==> src/rtl/fir_band_scheduler.sv <==
// Shares one MAC across NBANDS 31-tap FIR filters over a 32-entry sample history.
// Each accepted sample runs every band back-to-back and pulses done when y_bus is complete.
module fir_band_scheduler #(
  parameter int NBANDS = 4,
  parameter int ACC_W  = 23
) (
  input  logic                    clock,
  input  logic                    reset,
  input  logic                    ready,
  input  logic [7:0]              x,
  output logic [1:0]              band_sel,
  output logic [4:0]              index,
  input  logic [9:0]              coeff,
  output logic [NBANDS*ACC_W-1:0] y_bus,
  output logic                    done,
  output logic                    busy,
  output logic                    overrun
);

  typedef enum logic {IDLE, RUN} state_t;

  state_t                         state, state_nxt;
  logic [7:0]                     hist [32];
  logic [4:0]                     wptr, rd_addr;
  logic signed [17:0]             prod;
  logic signed [ACC_W-1:0]        acc, prod_ext, sum;
  logic                           last_tap, last_band;
  logic [NBANDS-1:0][ACC_W-1:0]   y_r;

  // wptr points one past the newest sample, so tap 0 reads wptr-1.
  assign rd_addr   = wptr - 5'd1 - index;
  assign prod      = $signed(coeff) * $signed(hist[rd_addr]);
  assign prod_ext  = ACC_W'(prod);
  assign sum       = acc + prod_ext;
  assign last_tap  = (index == 5'd30);
  assign last_band = (band_sel == 2'(NBANDS-1));
  assign y_bus     = y_r;

  always_comb begin
    state_nxt = state;
    case (state)
      IDLE: if (ready) state_nxt = RUN;
      RUN:  if (last_tap && last_band) state_nxt = IDLE;
      default: state_nxt = IDLE;
    endcase
  end

  always_ff @(posedge clock) begin
    if (reset) begin
      state    <= IDLE;
      for (int i = 0; i < 32; i++) hist[i] <= '0;
      wptr     <= '0;
      acc      <= '0;
      y_r      <= '0;
      band_sel <= '0;
      index    <= '0;
      done     <= 1'b0;
      busy     <= 1'b0;
      overrun  <= 1'b0;
    end else begin
      state <= state_nxt;
      done  <= 1'b0;
      case (state)
        IDLE: begin
          if (ready) begin
            hist[wptr] <= x;
            wptr       <= wptr + 5'd1;
            acc        <= '0;
            band_sel   <= '0;
            index      <= '0;
            busy       <= 1'b1;
          end
        end
        RUN: begin
          // A sample arriving mid-pass is dropped; the pass itself carries on.
          if (ready) overrun <= 1'b1;
          if (!last_tap) begin
            acc   <= sum;
            index <= index + 5'd1;
          end else begin
            for (int b = 0; b < NBANDS; b++)
              if (band_sel == 2'(b)) y_r[b] <= sum;
            acc   <= '0;
            index <= '0;
            if (last_band) begin
              band_sel <= '0;
              busy     <= 1'b0;
              done     <= 1'b1;
            end else begin
              band_sel <= band_sel + 2'd1;
            end
          end
        end
        default: ;
      endcase
    end
  end

endmodule

==> config.mk <==
export PLATFORM = sky130hd
export DESIGN_NAME = fir_band_scheduler
export DESIGN_NICKNAME = d
export VERILOG_FILES = /design/src/rtl/fir_band_scheduler.sv
export SDC_FILE = /design/constraint.sdc
export NUM_CORES = 1
export LEC_CHECK = 0
export BUFFER_PORTS_ARGS = -buffer_cell sky130_fd_sc_hd__buf_2
export CAP_MARGIN = 20
export CORE_MARGIN = 3
export CORE_UTILIZATION = 55
export CTS_CLUSTER_SIZE = 20
export DETAILED_ROUTE_END_ITERATION = 10
export PLACE_DENSITY = 0.74
export RECOVER_POWER = 50
export REMOVE_ABC_BUFFERS = 1
export SETUP_SLACK_MARGIN = 0.2
export SLEW_MARGIN = 20
export SYNTH_ARGS = -nofsm -noshare
export SYNTH_HDL_FRONTEND = slang
export SYNTH_SLANG_ARGS = --single-unit
==> constraint.sdc <==
create_clock -name clock -period 10.4 [get_ports clock]
set_input_delay 1.56 -clock clock [delete_from_list [all_inputs] [get_ports clock]]
set_output_delay 1.56 -clock clock [all_outputs]
set_load 0.01 [all_outputs]
==> summary.md <==
| Metric | Value |
|---|---|
| Root Driver | `clkbuf_16` |
| Setup crit start kind | `flop` |
| Most frequent cells in the layout | `edfxtp_1 (256), and2_0 (172), dfxtp_1 (131)` |
| Core box area | `37,930 um^2` |
| DP HPWL | `36,350 um` |
| Netlist cell types | `65` |
| Antenna-violating nets left | `0` |
| EDFF count, synth | `256` |
| Commonest non-fill, non-tap cell in the layout | `edfxtp_1` |
| Die Ht | `202.9 um` |
| Final hold vios | `0` |
| Top post-synthesis cells by area | `edfxtp_1 (36%), dfxtp_1 (12%), fa_1 (10%)` |
| Hold Startpoint | `y_bus[14]` |
| Register area share after synthesis | `0.4837` |
| Maximum clock path buffer count | `3` |
| Final min period | `8.926 ns` |
| Synthesized area per cell | `12.22 um^2` |
| Post-CTS Setup Inserts | `0` |
| Worst-Margin Slew | `3.890 ns` |
| Total GRT Usage | `0.2543` |
| Die area | `41,150 um^2` |
| Iteration-0 DRC Markers | `1,144` |
| Prevailing post-synth register cell | `edfxtp_1` |
| Die X | `202.9 um` |
| Area Overhead vs Synth | `10.08%` |
| Setup ws final | `1.474 ns` |
| Hold-fix buffers at CTS | `0` |
| Avg WL per Cell | `21.78 um` |
| Status | `finished, violations left` |
| Reg-to-reg endpoint | `y_bus[20]` |
| Share of layout cells above drive strength 1 | `0.1223` |
| Drt first pass iters | `5` |
| FF-to-FF path depth | `20` |
| Crit path launch | `index[0]` |
| Diode count | `0` |
| Fin Setup TNS | `0 ns` |
| Total gr overflow | `0` |
| Finish-stage setup viols | `0` |
| Largest net degree at the start of global routing | `98` |
| Ports | `123` |
| WS Path Type | `reg2reg` |
| Post-Syn Area | `21,320 um^2` |
| Maximum level of the CTS H-tree | `2` |
| Clock latency on the worst-skew pair | `0.57 ns` |
| CTS clk-pin slew, worst paths | `0.06 ns` |
| Worst hold path class | `reg2reg` |
| CP endpoint | `y_bus[20]` |
| Placer Congestion | `0.8744` |
| Max-Cap Viols | `2` |
| # nets final | `2,027` |
| Critical path required time | `10.66 ns` |
| Reg-to-reg slack, setup | `1.47 ns` |
| Yosys Warn Count | `0` |
| Num CTS Buffers | `40` |
| Setup Skew | `0.01695 ns` |
| Number of synthesized register bits | `387` |
| Crit end category | `flop` |
| # resized after CTS | `0` |
| Finished Core Util | `0.6186` |
| Area leader, netlist | `edfxtp_1` |
| Relative max-transition margin | `-1.593` |
| Post-place setup slack | `1.618 ns` |
| CP Max Fanout | `33` |
| Async SR Flop Fraction | `0` |
| Vias | `13,919` |
| First-pass GRT wire length | `80,940 um` |
| Max-slew violations | `167` |
| Clock sink count | `387` |
| Drt via density | `5.861` |
| Critical Path AT | `9.19 ns` |
| WL final | `51,730 um` |
| Final worst path period share | `0.8583` |
| Worst R2R Start | `index[0]` |
| Post-synth top area share | `0.3606` |
| Fmax | `0.1120 GHz` |
| Failing checks | `max-capacitance violations, max-slew violations` |
| Cells after Synth | `1,744` |
| Starting Density | `0.5619` |
| # port buffers | `122` |
| Remaining DRCs | `0` |
| # fillers | `2,986` |
| RSZ-0062 raised after global routing | `no` |
| Initial antenna violation count | `0` |
| Number of core rows | `71` |
| CTS tree | `built` |
| Vias in the first global route | `14,129` |
[synthesized netlist by cell type (all sizes together) (10+ instances only)]
cell type and number:
dfxtp 131, xor2 10, nand4 13, ha 65, a21oi 68, a22oi 10, a211oi 12, o21ai 19
xnor2 12, nor2 101, nand2b 15, nor2b 51, and2 269, or2 35, mux4 80, o31ai 12
clkbuf 77, inv 117, buf 15, nand3 11, fa 108, nand2 107, edfxtp 256, nand3b 34
[state kept, by name (all words and copies together), names as in the netlist]
register / cells
acc: 23
band_sel: 2
busy: 1
done: 1
hist: 256
index: 5
overrun: 1
state: 1
wptr: 5
y_bus: 92
[stage by stage]
step / cell area [um^2] / hold slack (ns) / std cells
after floorplan: 20930 / 0.4545 / 1652
final: 23460 / 0.4547 / 2375
after detailed placement: 22350 / 0.4453 / 2302
after global placement: 22350 / 0.4307 / 2302
after CTS: 23610 / 0.4535 / 2375
after global routing: 23460 / 0.4688 / 2375
[area by class of cell]
cell class | instances | area [um^2] | share of cell area
Clock buffer | 43 | 1044 | 0.04447
Clock inverter | 30 | 217.7 | 0.009279
Inverter | 117 | 439.2 | 0.01872
Multi-Input combinational cell | 1148 | 10200 | 0.4349
Sequential cell | 387 | 10310 | 0.4394
Tap cell | 511 | 639.4 | 0.02725
Timing Repair Buffer | 139 | 609.3 | 0.02597
[metal layers]
metal | routed length [um] | vias to the layer above | global-route usage
met5 | 0 | - | 0
met4 | 2046 | 0 | 0.09626
met3 | 2995 | 118 | 0.03527
met2 | 25220 | 509 | 0.4219
met1 | 21470 | 7011 | 0.3449
li1 | - | 6281 | -
[worst max-delay path: stages, from the launching register on]
cell       delay (ns)
dfxtp_1          0.42
inv_1            0.12
ha_4             0.18
fa_2             1.10
buf_12           0.30
mux4_2           0.34
mux4_2           0.50
mux2_2           0.39
and2_1           0.50
fa_1             0.68
fa_1             0.45
fa_1             0.57
fa_1             0.41
ha_1             0.29
ha_1             0.40
a21oi_1          0.16
o21ai_0          0.18
a2111oi_1        0.69
a211oi_1         0.20
a211oi_1         0.56
a211oi_1         0.16
[cells by family after synthesis]
group,synth area share
buf+inv,0.03886
compound gates,0.06158
simple gates,0.1746
xor+xnor,0.01045
mux,0.09122
fa+ha+maj,0.1396
flops,0.4837
[worst min-delay path by stage]
| stage | endpoint | cells past startpoint |
|---|---|---|
| 2_1_floorplan | acc[7] | 2 |
| 3_3_place_gp | y_bus[89] | 2 |
| 3_5_place_dp | y_bus[14] | 2 |
| 4_1_cts | y_bus[14] | 2 |
| 5_1_grt | y_bus[54] | 2 |
| 6_report | y_bus[14] | 2 |
Power is not shown: default switching activity piles up to over one toggle a cycle in this logic, so the estimate is an artifact.
